--- src/rtl/exu_pkg.sv ---
// rtl/exu_pkg.sv - Shared types and constants for the EXU pipeline stage
// Holds the ALU opcode encoding and the packed layouts of the RFU->EXU and
// EXU->LSU stage buses. No ports.
package exu_pkg;

    localparam logic [2:0] ALU_OP_ADD = 3'd0;
    localparam logic [2:0] ALU_OP_SUB = 3'd1;
    localparam logic [2:0] ALU_OP_SLL = 3'd2;
    localparam logic [2:0] ALU_OP_SRL = 3'd3;
    localparam logic [2:0] ALU_OP_SRA = 3'd4;
    localparam logic [2:0] ALU_OP_XOR = 3'd5;
    localparam logic [2:0] ALU_OP_OR  = 3'd6;
    localparam logic [2:0] ALU_OP_AND = 3'd7;

    localparam int EXCP_WIDTH = 5;

    // Decoded instruction plus operands as delivered by the register-fetch stage.
    typedef struct packed {
        logic [31:0] pc;
        logic [4:0]  rd;
        logic [31:0] src1;
        logic [31:0] src2;
        logic [2:0]  alu_op;
        logic [31:0] rs2_value;
        logic [31:0] final_result;  // precomputed writeback value (e.g. snpc for jumps)
        logic        res_from_pre;
        logic        res_from_mem;
        logic [3:0]  mem_re;
        logic [3:0]  mem_we;
        logic        gr_we;
        logic        csr_we;
        logic [11:0] csr_addr;
        logic [31:0] csr_wdata;
        logic        xret_flush;
        logic        branch;
    } rfu_exu_bus_t;

    typedef struct packed {
        logic [31:0] pc;
        logic [4:0]  rd;
        logic [31:0] result;
        logic [31:0] store_data;
        logic        res_from_mem;
        logic [3:0]  mem_re;
        logic [3:0]  mem_we;
        logic        gr_we;
        logic        csr_we;
        logic [11:0] csr_addr;
        logic [31:0] csr_wdata;
        logic        xret_flush;
    } exu_lsu_bus_t;

    localparam int RFU_EXU_BUS_WIDTH = $bits(rfu_exu_bus_t);
    localparam int EXU_LSU_BUS_WIDTH = $bits(exu_lsu_bus_t);

endpackage

--- src/rtl/exu_if.sv ---
// rtl/exu_if.sv - Pipeline link of the EXU: RFU->EXU input and EXU->LSU output
// master: the surrounding pipeline (drives rfu_* and lsu_ready_i)
// slave : the EXU (drives exu_ready_o, exu_lsu_bus_o, exu_excp_bus_o, valid_o)
interface exu_if;
    import exu_pkg::*;

    logic                  rfu_valid_i;
    rfu_exu_bus_t          rfu_exu_bus_i;
    logic [EXCP_WIDTH-1:0] rfu_excp_bus_i;
    logic                  exu_ready_o;
    logic                  lsu_ready_i;
    exu_lsu_bus_t          exu_lsu_bus_o;
    logic [EXCP_WIDTH-1:0] exu_excp_bus_o;
    logic                  valid_o;

    modport master (
        output rfu_valid_i, rfu_exu_bus_i, rfu_excp_bus_i, lsu_ready_i,
        input  exu_ready_o, exu_lsu_bus_o, exu_excp_bus_o, valid_o
    );

    modport slave (
        input  rfu_valid_i, rfu_exu_bus_i, rfu_excp_bus_i, lsu_ready_i,
        output exu_ready_o, exu_lsu_bus_o, exu_excp_bus_o, valid_o
    );

endinterface

--- src/rtl/exu_alu.sv ---
// rtl/exu_alu.sv - Combinational 8-op ALU of the execute stage
// Ports: op (ALU_OP_* code), a/b (32-bit operands), y (32-bit result).
module exu_alu
    import exu_pkg::*;
(
    input  logic [2:0]  op,
    input  logic [31:0] a,
    input  logic [31:0] b,
    output logic [31:0] y
);

    always_comb begin
        y = '0;
        case (op)
            ALU_OP_ADD: y = a + b;
            ALU_OP_SUB: y = a - b;
            ALU_OP_SLL: y = a << b[4:0];
            ALU_OP_SRL: y = a >> b[4:0];
            ALU_OP_SRA: y = $unsigned($signed(a) >>> b[4:0]);
            ALU_OP_XOR: y = a ^ b;
            ALU_OP_OR:  y = a | b;
            ALU_OP_AND: y = a & b;
            default:    y = '0;
        endcase
    end

endmodule

--- src/rtl/exu.sv ---
// rtl/exu.sv - Execute stage: stage register, ALU, writeback select, branch redirect
// Ports: clock, reset (async, active-low), excp_flush/mret_flush (kill held
// instruction), pipe (exu_if.slave link RFU->EXU->LSU), branch_flush_o /
// branch_target_o (one-shot redirect), exu_valid_o / exu_rd_o /
// exu_csr_addr_o (hazard info back to RFU).
module exu
    import exu_pkg::*;
#(
    parameter logic [31:0] RESET_PC = 32'h8000_0000
) (
    input  logic        clock,
    input  logic        reset,
    input  logic        excp_flush,
    input  logic        mret_flush,
    exu_if.slave        pipe,
    output logic        branch_flush_o,
    output logic [31:0] branch_target_o,
    output logic        exu_valid_o,
    output logic [4:0]  exu_rd_o,
    output logic [11:0] exu_csr_addr_o
);

    logic                  valid;
    logic                  redirect_done;
    rfu_exu_bus_t          bus_r;
    logic [EXCP_WIDTH-1:0] excp_r;
    logic [31:0]           alu_result;
    logic                  flush;
    logic                  accept;
    exu_lsu_bus_t          lsu_bus;

    assign flush            = excp_flush | mret_flush;
    assign pipe.exu_ready_o = !valid || pipe.lsu_ready_i;
    assign accept           = pipe.rfu_valid_i && pipe.exu_ready_o;

    always_ff @(posedge clock or negedge reset) begin
        if (!reset) begin
            valid         <= 1'b0;
            redirect_done <= 1'b0;
        end else begin
            if (flush)                  valid <= 1'b0;
            else if (accept)            valid <= 1'b1;
            else if (pipe.lsu_ready_i)  valid <= 1'b0;

            // Remember that the redirect already fired so a stalled branch
            // does not redirect the front end a second time.
            if (flush || accept)                           redirect_done <= 1'b0;
            else if (branch_flush_o && !pipe.lsu_ready_i)  redirect_done <= 1'b1;
            else if (pipe.lsu_ready_i)                     redirect_done <= 1'b0;
        end
    end

    // Payload registers carry no reset; every consumer is qualified by valid.
    always_ff @(posedge clock) begin
        if (accept) begin
            bus_r  <= pipe.rfu_exu_bus_i;
            excp_r <= pipe.rfu_excp_bus_i;
        end
    end

    exu_alu u_alu (
        .op (bus_r.alu_op),
        .a  (bus_r.src1),
        .b  (bus_r.src2),
        .y  (alu_result)
    );

    always_comb begin
        lsu_bus              = '0;
        lsu_bus.pc           = bus_r.pc;
        lsu_bus.rd           = bus_r.rd;
        lsu_bus.result       = bus_r.res_from_pre ? bus_r.final_result : alu_result;
        lsu_bus.store_data   = bus_r.rs2_value;
        lsu_bus.res_from_mem = bus_r.res_from_mem;
        lsu_bus.mem_re       = bus_r.mem_re;
        lsu_bus.mem_we       = bus_r.mem_we;
        lsu_bus.gr_we        = bus_r.gr_we;
        lsu_bus.csr_we       = bus_r.csr_we;
        lsu_bus.csr_addr     = bus_r.csr_addr;
        lsu_bus.csr_wdata    = bus_r.csr_wdata;
        lsu_bus.xret_flush   = bus_r.xret_flush;
    end

    // Outputs are forced to zero while idle so reset and bubbles look clean.
    assign pipe.exu_lsu_bus_o  = valid ? lsu_bus : '0;
    assign pipe.exu_excp_bus_o = valid ? excp_r : '0;
    assign pipe.valid_o        = valid && !flush;

    // A flush in the same cycle as a pending redirect wins.
    assign branch_flush_o  = valid && bus_r.branch && !redirect_done && !flush;
    assign branch_target_o = (valid && bus_r.branch) ? {alu_result[31:1], 1'b0} : RESET_PC;

    assign exu_valid_o    = valid && ((bus_r.gr_we && (bus_r.rd != 5'd0)) || bus_r.csr_we);
    assign exu_rd_o       = (exu_valid_o && bus_r.gr_we)  ? bus_r.rd       : 5'd0;
    assign exu_csr_addr_o = (exu_valid_o && bus_r.csr_we) ? bus_r.csr_addr : 12'd0;

endmodule

--- src/flat_wrapper.sv ---
// flat-port wrapper written by rule: the top's interface ports become plain ports
module exu_flat import exu_pkg::*;
#(
    parameter logic [31:0] RESET_PC = 32'h8000_0000
)
  (clock, reset, excp_flush, mret_flush, branch_flush_o, branch_target_o, exu_valid_o, exu_rd_o, exu_csr_addr_o, pipe_rfu_valid_i, pipe_rfu_exu_bus_i, pipe_rfu_excp_bus_i, pipe_lsu_ready_i, pipe_exu_ready_o, pipe_exu_lsu_bus_o, pipe_exu_excp_bus_o, pipe_valid_o);
  exu_if pipe_i ();
  input  logic clock;
  input  logic reset;
  input  logic excp_flush;
  input  logic mret_flush;
  output logic branch_flush_o;
  output logic [31:0] branch_target_o;
  output logic exu_valid_o;
  output logic [4:0] exu_rd_o;
  output logic [11:0] exu_csr_addr_o;
  input wire logic [$bits(pipe_i.rfu_valid_i)-1:0] pipe_rfu_valid_i;
  input wire logic [$bits(pipe_i.rfu_exu_bus_i)-1:0] pipe_rfu_exu_bus_i;
  input wire logic [$bits(pipe_i.rfu_excp_bus_i)-1:0] pipe_rfu_excp_bus_i;
  input wire logic [$bits(pipe_i.lsu_ready_i)-1:0] pipe_lsu_ready_i;
  output wire logic [$bits(pipe_i.exu_ready_o)-1:0] pipe_exu_ready_o;
  output wire logic [$bits(pipe_i.exu_lsu_bus_o)-1:0] pipe_exu_lsu_bus_o;
  output wire logic [$bits(pipe_i.exu_excp_bus_o)-1:0] pipe_exu_excp_bus_o;
  output wire logic [$bits(pipe_i.valid_o)-1:0] pipe_valid_o;
  assign pipe_i.rfu_valid_i = pipe_rfu_valid_i;
  assign pipe_i.rfu_exu_bus_i = pipe_rfu_exu_bus_i;
  assign pipe_i.rfu_excp_bus_i = pipe_rfu_excp_bus_i;
  assign pipe_i.lsu_ready_i = pipe_lsu_ready_i;
  assign pipe_exu_ready_o = pipe_i.exu_ready_o;
  assign pipe_exu_lsu_bus_o = pipe_i.exu_lsu_bus_o;
  assign pipe_exu_excp_bus_o = pipe_i.exu_excp_bus_o;
  assign pipe_valid_o = pipe_i.valid_o;
  exu #(.RESET_PC(RESET_PC)) u_core (.clock(clock), .reset(reset), .excp_flush(excp_flush), .mret_flush(mret_flush), .pipe(pipe_i), .branch_flush_o(branch_flush_o), .branch_target_o(branch_target_o), .exu_valid_o(exu_valid_o), .exu_rd_o(exu_rd_o), .exu_csr_addr_o(exu_csr_addr_o));
endmodule
--- config.mk ---
export PLATFORM = sky130hd
export DESIGN_NAME = exu_flat
export DESIGN_NICKNAME = d
export VERILOG_FILES = /design/src/rtl/exu_pkg.sv /design/src/rtl/exu_if.sv /design/src/rtl/exu_alu.sv /design/src/rtl/exu.sv /design/src/flat_wrapper.sv
export SDC_FILE = /design/constraint.sdc
export NUM_CORES = 1
export LEC_CHECK = 0
export CORE_AREA = 4 4 244 246
export DETAILED_ROUTE_END_ITERATION = 16
export DIE_AREA = 0 0 248 250
export GPL_TIMING_DRIVEN = 0
export PLACE_DENSITY_LB_ADDON = 0.15
export SETUP_SLACK_MARGIN = 0.02
export SLEW_MARGIN = 15
export SYNTH_ARGS = -nofsm -noshare
export SYNTH_HDL_FRONTEND = slang
export SYNTH_SLANG_ARGS = --single-unit
export TNS_END_PERCENT = 10
--- constraint.sdc ---
create_clock -name clock -period 7.9 [get_ports clock]
set_input_delay 1.185 -clock clock [delete_from_list [all_inputs] [get_ports clock]]
set_output_delay 1.185 -clock clock [all_outputs]
set_load 0.01 [all_outputs]
==> impl_metrics.env, run 1 <==
export IMPL_status="finished clean"
export IMPL_cts_buffers=29
export IMPL_required_ns=6.71
export IMPL_fmax_ghz=0.130
export IMPL_antenna_found_initial=7
export IMPL_num_vias=16400
export IMPL_critPathLaunch="u_core.bus_r[122]"
export IMPL_fin_util_pct=41.2
export IMPL_grt_pass1_vias=16700
export IMPL_clkSinkCount=233
export IMPL_syn2layout_area_growth_pct=39.0
export IMPL_max_slew_worst_pin_slew_ns=1.02
export IMPL_async_flop_share_pct=0.858
export IMPL_die_h_um=250
export IMPL_cts_root_buffer="clkbuf_16"
export IMPL_final_nets=2512
export IMPL_grt_pass1_wl_um=126000
export IMPL_clk_latency_ns=0.60
export IMPL_p_leak_uw=0.00886
export IMPL_synth_seq_cells=233
export IMPL_power_uw=3990
export IMPL_period_share_pct=97.7
export IMPL_finClkSkew_ns=0.0288
export IMPL_slew_headroom_pct=31.7
export IMPL_clkSlewWorstSetupHoldPaths_ns=0.06
export IMPL_dpl_cell_area_um2=22600
export IMPL_drive_gt1_share_pct=8.51
export IMPL_overflow=0
export IMPL_drt_first_iter_violations=1557
export IMPL_die_area_um2=62000
export IMPL_seq_area_frac_synth_pct=41.1
export IMPL_core_area_um2=57400
export IMPL_cp_max_fo=10
export IMPL_syn_nets=2029
export IMPL_fillers=5720
export IMPL_yosys_warnings=0
export IMPL_pre_cts_ws_ns=-0.733
export IMPL_grt_max_degree=57
export IMPL_final_area_um2=23600
export IMPL_synth_cells=1694
export IMPL_slew_viol_final=0
export IMPL_first_pass_iters=7
export IMPL_setup_viol=0
export IMPL_die_w_um=248
export IMPL_finalCriticalPeriod_ns=7.72
export IMPL_finalWorstSetupSlack_ns=0.183
export IMPL_regArea_um2=6990
export IMPL_synth_ff_type="edfxtp_1"
export IMPL_syn_cell_area_um2=17000
export IMPL_start_util_pct=29.6
export IMPL_cts_tree="done"
export IMPL_rows=88
export IMPL_report_final_hold_viol_count=0
export IMPL_wl_per_cell_um=30.3
export IMPL_avgSynthCellArea_um2=10.0
export IMPL_drc=0
export IMPL_htreeDepth=1
export IMPL_max_cap_viol_count=0
export IMPL_hold_buffers=0
export IMPL_wirelength_um=89900
export IMPL_crit_type="flop to output pin"
export IMPL_vias_per_cell=5.52
export IMPL_ys_types=99
export IMPL_cp_arrival_ns=6.53
export IMPL_rr_startpoint="u_core.valid"
export IMPL_rsz0062_at_grt="yes"
export IMPL_crit_path_start_kind="flop"
export IMPL_ir_worst_vdd_mv=0.162
export IMPL_portBuffers=450
export IMPL_crit_path_end_kind="output pin"
export IMPL_post_dp_hpwl_um=72900
export IMPL_grt_total_usage_pct=28.2
export IMPL_antenna_left=0
export IMPL_hp_class="flop to flop"
export IMPL_power_density_nw_per_um2=169
export IMPL_cts_max_path_buffers=3
export IMPL_gp_congestion=1.04
export IMPL_hold_path_startpoint="u_core.redirect_done"
export IMPL_io_pins=452
export IMPL_synth_edf_count=231
export IMPL_multiInputGateArea_um2=9240
-- final timing paths --
check | end | slack, ns | depth (start not counted)
max | branch_target_o[25] | 0.18 | 16
min | u_core.redirect_done | 0.66 | 3
max reg2reg | u_core.bus_r[149] | 5.34 | 5
min reg2reg | u_core.redirect_done | 0.66 | 3
max in group asynchronous | u_core.redirect_done | 7.05 | 1
min in group asynchronous | u_core.valid | 0.74 | 1
-- sequential cells by signal, summed over array words and instances, names as in the netlist --
signal                count
u_core.redirect_done      1
u_core.valid              1
u_core.bus_r            226
u_core.excp_r             5
-- layer usage --
metal	track usage, %	up-vias	part of all wire (%)
li1	-	7226	-
met1	35.7	8128	40
met2	46.9	844	48
met3	7.07	155	8.4
met4	9.78	0	4.3
met5	0	-	0
-- worst max-delay path, stage by stage (launching register included) --
cell and delay [ns]:
edfxtp_1 0.47, buf_2 0.33, clkbuf_2 0.31, clkbuf_2 0.34, nand2_1 0.32, clkbuf_2 0.35, a21oi_1 0.36, ha_1 0.29
nor2b_1 0.15, o2111a_1 0.28, o21ai_1 0.48, nand2_1 0.22, a211oi_2 0.43, o21ai_1 0.18, o211ai_1 0.49, nor2b_1 0.21
clkdlybuf4s50_1 0.71
-- area by class of cell --
cell class / instances / share of cell area (%)
clock buffer: 33 / 3.13
sequential: 233 / 29.6
tap: 765 / 4.05
multi-input combinational: 1251 / 39.1
inverter: 89 / 1.47
timing repair buffer: 455 / 19.5
buffer: 118 / 2.16
antenna: 3 / 0.0318
clock inverter: 18 / 0.984
-- synth_stat cells, drive strengths merged (6+ instances only) --
| cell | number | share of area [%] |
|---|---|---|
| a211o | 9 | 0.46 |
| a211oi | 27 | 1.2 |
| a21o | 10 | 0.44 |
| a21oi | 107 | 3.2 |
| a221oi | 7 | 0.36 |
| a22oi | 13 | 0.57 |
| a31oi | 19 | 0.74 |
| and2 | 138 | 5.1 |
| and3 | 25 | 0.92 |
| buf | 43 | 1.3 |
| clkbuf | 78 | 1.7 |
| edfxtp | 231 | 41 |
| ha | 97 | 7.1 |
| inv | 88 | 1.9 |
| mux2 | 17 | 1.1 |
| mux2i | 59 | 3.5 |
| mux4 | 49 | 6.5 |
| nand2 | 143 | 3.2 |
| nand2b | 9 | 0.33 |
| nand3 | 24 | 0.71 |
| nand4 | 11 | 0.40 |
| nor2 | 134 | 3.0 |
| nor2b | 14 | 0.52 |
| nor3 | 18 | 0.56 |
| nor4 | 8 | 0.33 |
| o211ai | 14 | 0.62 |
| o21a | 11 | 0.49 |
| o21ai | 110 | 3.3 |
| o221ai | 9 | 0.50 |
| o22ai | 9 | 0.33 |
| o31ai | 6 | 0.26 |
| or3 | 8 | 0.30 |
| or4 | 8 | 0.38 |
| xnor2 | 44 | 2.4 |
| xor2 | 6 | 0.31 |
-- through the flow --
| stage | instances | TNS [ns] | hold WS (ns) |
|---|---|---|---|
| global route | 2963 | 0 | 0.708 |
| floorplan | 1694 | 0 | 0.608 |
| global placement | 2909 | -583.62 | 0.648 |
| detailed placement | 2913 | -3.46 | 0.643 |
| finish | 2965 | 0 | 0.660 |
| CTS | 2963 | -0.0137 | 0.658 |
-- cells by family (layout without fill, tap and decap cells) --
logic type	after synthesis	in the layout	share of synthesized area, %
compound gates	418	418	16.3
fa+ha+maj	98	98	7.25
other cells	1	4	0.0221
simple gates	559	559	16.5
flops	233	233	41.1
mux	125	125	11.1
xor+xnor	50	50	2.69
buf+inv	210	713	4.98
-- placed cells by master, fill, tap and decap left out, drive strengths merged, types with 6 or more instances in the layout --
master / count
clkdlybuf4s50: 448
edfxtp: 231
nand2: 143
and2: 138
nor2: 134
o21ai: 110
clkbuf: 109
a21oi: 107
ha: 97
inv: 92
mux2i: 59
mux4: 49
buf: 47
xnor2: 44
a211oi: 27
and3: 25
nand3: 24
a31oi: 19
nor3: 18
mux2: 17
nor2b: 14
o211ai: 14
a22oi: 13
nand4: 11
o21a: 11
a21o: 10
a211o: 9
o22ai: 9
nand2b: 9
o221ai: 9
nor4: 8
or3: 8
or4: 8
clkinv: 8
a221oi: 7
o31ai: 6
xor2: 6
-- where the power goes --
part           internal, uW  leakage [uW]  switching (uW)  total, uW
logic                   447       0.00612             639       1090
clock network           810      0.000463             573       1380
registers              1450       0.00228            78.1       1520
total                  2700       0.00886            1290       3990
-- timing repair --
| item | in CTS | in global routing |
|---|---|---|
| buffers inserted | 1 | 0 |
| setup endpoints to repair | 28 | 21 |
| gates resized for setup | 19 | 11 |
| pin swaps | 2 | 0 |
(Power assumes the default switching activity.)
==> run 2: changes to the inputs <==
Settings changed: GPL_TIMING_DRIVEN 0 to default.
==> run 2 against run 1 <==
  * Critical path depth unchanged
  * Non-clock buffer count down 91
  * Total power is 3.6% lower
  * Sequential share of layout area rose by 0.68 points
  * Global-route usage shrank 3.3 points
  * Worst hold slack gained 0.016 ns
  * Critical endpoint is now pipe_exu_lsu_bus_o[111]
  * Largest cell class unchanged
==> impl_metrics.env, run 2 (synthesized netlist as in run 1, its figures left out) <==
export IMPL_grt_pass1_vias=15800
export IMPL_antenna_found_initial=10
export IMPL_rows=88
export IMPL_status="finished clean"
export IMPL_slowest_delay_ns=0.83
export IMPL_max_cap_viol_count=0
export IMPL_start_util_pct=29.6
export IMPL_clkSlewWorstSetupHoldPaths_ns=0.06
export IMPL_slew_viol_final=0
export IMPL_report_final_hold_viol_count=0
export IMPL_period_share_pct=92.4
export IMPL_vias_per_cell=5.43
export IMPL_hp_class="flop to flop"
export IMPL_die_area_um2=62000
export IMPL_cts_tree="done"
export IMPL_cts_buffers=30
export IMPL_power_density_nw_per_um2=167
export IMPL_clkSinkCount=233
export IMPL_wl_per_cell_um=27.9
export IMPL_drt_first_iter_violations=1426
export IMPL_setup_tns_ns=0
export IMPL_num_vias=15600
export IMPL_cts_max_path_buffers=3
export IMPL_cp_max_fo=23
export IMPL_final_nets=2422
export IMPL_first_pass_iters=5
export IMPL_max_slew_worst_pin_slew_ns=1.12
export IMPL_finClkSkew_ns=0.0344
export IMPL_final_common_cell="clkdlybuf4s50_1"
export IMPL_required_ns=6.71
export IMPL_die_w_um=248
export IMPL_rsz0062_at_grt="no"
export IMPL_core_area_um2=57400
export IMPL_fmax_ghz=0.137
export IMPL_htreeDepth=1
export IMPL_reg_top3="u_core.bus_r: 226 flops, u_core.excp_r: 5 flops"
export IMPL_cpMaxStageDelayCell="a211oi_1"
export IMPL_crit_path_end_kind="output pin"
export IMPL_path_cells="buf_4 > nor3_2 > nand3_1 > nor2_2 > a21oi_1 > xnor2_1 > ha_1 > a21oi_4 > a21boi_2 > or4_4 > or2_4 > o21ai_1 > o31ai_1 > a211oi_1 > a21oi_1 > clkdlybuf4s50_1"
export IMPL_gp_congestion=0.972
export IMPL_slew_headroom_pct=25.1
export IMPL_cp_arrival_ns=6.12
export IMPL_cts_setup_buffers=0
export IMPL_dp_cells=2820
export IMPL_overflow=0
export IMPL_regMostFlops="u_core.bus_r"
export IMPL_stdcell_count=2878
export IMPL_grt_pass1_wl_um=114000
export IMPL_io_pins=452
export IMPL_die_h_um=250
export IMPL_p_leak_uw=0.00865
export IMPL_grt_total_usage_pct=25.0
export IMPL_grt_max_degree=103
export IMPL_portBuffers=450
export IMPL_drc=0
export IMPL_clk_latency_ns=0.63
export IMPL_drive_gt1_share_pct=7.59
export IMPL_cpLargestDelayFamily="simple AND/OR/NAND/NOR gates"
export IMPL_final_cell_mix="clkdlybuf4s50_1 (450), edfxtp_1 (231), nand2_1 (143)"
export IMPL_hold_buffers=0
export IMPL_ir_worst_vdd_mv=0.189
export IMPL_crit_path_start_kind="flop"
export IMPL_finalCriticalPeriod_ns=7.30
export IMPL_crit_type="flop to output pin"
export IMPL_path_buf_inv=2
export IMPL_syn2layout_area_growth_pct=36.0
export IMPL_path_common_cell="a21oi_1"
export IMPL_fin_hold_ws_ns=0.676
export IMPL_post_cts_resized=0
export IMPL_post_dp_hpwl_um=62300
export IMPL_wirelength_um=80400
export IMPL_antenna_left=0
export IMPL_largest_register_ffs=226
export IMPL_setup_viol=0
export IMPL_cts_root_buffer="clkbuf_16"
==> run 2: changes by cell type in the layout (fill, tap and decap cells not counted), moves of 4 or more <==
cell | before | now
clkbuf_1 | 74 | 10
buf_2 | 27 | 0
buf_4 | 8 | 32
buf_1 | 8 | 0
clkbuf_2 | 6 | 0
clkinv_2 | 0 | 4
==> run 2: per-layer routing <==
| metal | up-vias | GRT usage (%) | share of wire (%) |
|---|---|---|---|
| met5 | - | 0 | 0.034 |
| met4 | 4 | 8.53 | 3.6 |
| met3 | 126 | 7.79 | 9.8 |
| met2 | 754 | 39.3 | 46 |
| met1 | 7702 | 32.5 | 41 |
| li1 | 7046 | - | - |
==> run 2: report_power, final <==
part	internal (uW)	leakage, uW	switching, uW	total [uW]
clock	728	0.000436	574	1300
sequential	1450	0.00227	78.0	1530
combinational	437	0.00594	586	1020
total	2610	0.00865	1240	3850
==> run 2: cell type report <==
class,instances,area (um2)
Timing Repair Buffer,482,4740
Tap cell,765,957
Clock buffer,40,788
Sequential cell,233,6990
Clock inverter,13,111
Fill cell,5614,34200
Antenna cell,5,12.5
Multi-Input combinational cell,1251,9180
Inverter,89,334
==> run 2: worst min-delay path: cells and delay by family, from the launching register on <==
kind	cells	cell delay, ns
flops	1	0.39
simple gates	2	0.14
compound gates	1	0.11
==> run 2: through the flow <==
| step | instance area (um2) | power [uW] | utilization [%] | worst slack, ns |
|---|---|---|---|---|
| 2_1_floorplan | 17000 | 2090 | - | 0.600 |
| 3_3_place_gp | 22200 | 2560 | 38.7 | 1.30 |
| 3_5_place_dp | 22200 | 2560 | 38.7 | 1.24 |
| 4_1_cts | 23100 | 3880 | 40.3 | 0.593 |
| 5_1_grt | 23100 | 4020 | 40.3 | 0.288 |
| 6_report | 23100 | 3850 | 40.3 | 0.599 |
==> run 2: path summary, 6_finish.rpt <==
kind,slack [ns],cells past startpoint,start,endpoint
setup / recovery,0.60,16,u_core.bus_r[126],pipe_exu_lsu_bus_o[111]
hold / removal,0.68,3,u_core.redirect_done,u_core.redirect_done
setup reg to reg,5.03,3,u_core.valid,u_core.bus_r[211]
hold reg to reg,0.68,3,u_core.redirect_done,u_core.redirect_done
max in group asynchronous,6.99,1,reset,u_core.valid
min in group asynchronous,0.76,1,reset,u_core.valid
==> run 3: changes to the inputs <==
Settings changed: CORE_AREA 4 4 244 246 to 4 4 233 257, DIE_AREA 0 0 248 250 to 0 0 237 261.
Clock period 7.9 ns to 6.8 ns, I/O delays scaled along.
==> run 3 against run 2 <==
  * Largest cell class unchanged
  * Critical path type unchanged
  * Sequential power rose by 16%
  * Design area rose by 0.82%
  * Count of clock-buffer cells in the layout fell by 1
  * Final cell count fell by 0.10%
  * Register-to-register slack got worse by 1.2 ns
  * Total power rose by 19%
==> impl_metrics.env, run 3 (synthesized netlist as in run 1, its figures left out) <==
export IMPL_portBuffers=450
export IMPL_cp_max_fo=8
export IMPL_cpLargestDelayFamily="simple AND/OR/NAND/NOR gates"
export IMPL_slew_viol_final=0
export IMPL_syn2layout_area_growth_pct=37.1
export IMPL_stdcell_count=2875
export IMPL_period_share_pct=95.2
export IMPL_regMostFlops="u_core.bus_r"
export IMPL_setup_tns_ns=0
export IMPL_cpMaxStageDelayCell="clkdlybuf4s50_1"
export IMPL_p_seq_share_pct=38.6
export IMPL_antenna_found_initial=10
export IMPL_grt_pass1_vias=15800
export IMPL_first_pass_iters=5
export IMPL_p_switching_uw=1400
export IMPL_cp_arrival_ns=5.45
export IMPL_p_clk_share_pct=35.6
export IMPL_fillers=5550
export IMPL_power_density_nw_per_um2=197
export IMPL_report_final_hold_viol_count=0
export IMPL_crit_type="flop to output pin"
export IMPL_fmax_ghz=0.154
export IMPL_cts_buffers=29
export IMPL_setup_viol=0
export IMPL_switching_share_pct=30.5
export IMPL_grt_max_degree=133
export IMPL_rows=92
export IMPL_largest_register_ffs=226
export IMPL_p_leak_uw=0.00874
export IMPL_max_slew_worst_pin_slew_ns=1.02
export IMPL_drt_first_iter_violations=1556
export IMPL_cts_max_path_buffers=3
export IMPL_dp_cells=2817
export IMPL_grt_pass1_wl_um=115000
export IMPL_intPower_uw=3190
export IMPL_crit_path_start_kind="flop"
export IMPL_vias_per_cell=5.40
export IMPL_drc=0
export IMPL_die_h_um=261
export IMPL_final_nets=2432
export IMPL_io_pins=452
export IMPL_final_area_um2=23300
export IMPL_path_buf_inv=2
export IMPL_wl_per_cell_um=28.1
export IMPL_status="finished clean"
export IMPL_overflow=0
export IMPL_final_cell_mix="clkdlybuf4s50_1 (450), edfxtp_1 (231), nand2_1 (143)"
export IMPL_crit_path_end_kind="output pin"
export IMPL_clk_latency_ns=0.57
export IMPL_core_area_um2=57200
export IMPL_rsz0062_at_grt="no"
export IMPL_wirelength_um=80900
export IMPL_finalCriticalPeriod_ns=6.47
export IMPL_grt_total_usage_pct=24.9
export IMPL_slowest_delay_ns=0.60
export IMPL_cts_tree="done"
export IMPL_hp_class="input port to async pin"
export IMPL_power_frac_comb_pct=25.8
export IMPL_die_w_um=237
export IMPL_ir_worst_vdd_mv=0.170
export IMPL_start_util_pct=29.7
export IMPL_reg_top3="u_core.bus_r: 226 flops, u_core.excp_r: 5 flops"
export IMPL_path_cells="nor3_2 > and3_1 > nand2_1 > or3_1 > or4_1 > nor2_1 > a41oi_1 > xnor2_1 > ha_1 > a21oi_1 > o21ai_0 > a21oi_1 > nand4_1 > o311a_1 > o211ai_1 > buf_4 > o311a_1 > clkdlybuf4s50_1"
export IMPL_clkSlewWorstSetupHoldPaths_ns=0.06
export IMPL_htreeDepth=1
export IMPL_num_vias=15500
export IMPL_post_dp_hpwl_um=63200
export IMPL_required_ns=5.78
export IMPL_antenna_left=0
export IMPL_die_area_um2=61900
export IMPL_dpl_cell_area_um2=22300
export IMPL_final_common_cell="clkdlybuf4s50_1"
export IMPL_finClkSkew_ns=0.0142
export IMPL_cts_root_buffer="clkbuf_16"
export IMPL_drive_gt1_share_pct=8.45
export IMPL_max_cap_viol_count=0
export IMPL_clkSinkCount=233
export IMPL_gp_congestion=0.966
export IMPL_slew_headroom_pct=32.2
[run 3: changes by cell type in the layout (fill, tap and decap cells not counted), moves of 2 or more]
cell        before  now
clkinv_2         4    2
clkinv_1         7    4
buf_4           32   42
bufinv_16        1    5
clkbuf_8         0    2
clkbuf_1        10    8
clkinvlp_4       0    3
[run 3: repair_timing]
item	in CTS	in global routing
hold buffers	0	0
gates resized for setup	0	5
setup buffers	0	1
endpoints found under the setup margin	0	10
[run 3: per-stage QoR]
| step | worst slack [ns] | hold slack (ns) | util (%) | total power [uW] |
|---|---|---|---|---|
| 6_report | 0.326 | 0.603 | 40.7 | 4590 |
| 4_1_cts | 0.131 | 0.565 | 40.7 | 4630 |
| 3_5_place_dp | 0.812 | 0.639 | 38.9 | 2960 |
| 5_1_grt | 0.0463 | 0.582 | 40.7 | 4800 |
| 2_1_floorplan | 0.953 | 0.608 | - | 2420 |
| 3_3_place_gp | 0.843 | 0.647 | 38.9 | 2960 |
[run 3: metal layers]
layer	share of wire [%]	vias to the layer above	track usage, %
li1	-	7066	-
met1	41	7713	32.3
met2	49	647	42.4
met3	8.0	98	6.45
met4	2.3	2	5.06
met5	0.017	-	0
[run 3: layout make-up]
cell class	count	area, um2	share of cell area, %
inverters	89	334	1.43
repair buffers	493	4840	20.8
well taps	752	941	4.04
clock buffers	39	783	3.36
flip-flops and latches	233	6990	30.0
clock inverters	14	203	0.870
diodes	4	10.0	0.0429
multi-input cells	1251	9210	39.5
[run 3: power groups by stage]
stage	clock network [uW]	registers, uW	logic (uW)
global route	1750	1780	1270
detailed placement	0	1800	1160
finish	1640	1770	1180
floorplan	0	1750	665
CTS	1690	1770	1170
global placement	0	1800	1170
[run 3: final timing paths]
path	start	end	slack, ns	cells after the start
hold / removal	reset	u_core.valid	0.60	1
max in group asynchronous	reset	u_core.valid	6.06	1
setup / recovery	u_core.bus_r[128]	pipe_exu_lsu_bus_o[117]	0.33	18
hold reg to reg	u_core.redirect_done	u_core.redirect_done	0.66	3
min in group clock	u_core.redirect_done	u_core.redirect_done	0.66	3
setup reg to reg	u_core.valid	u_core.bus_r[177]	3.86	3
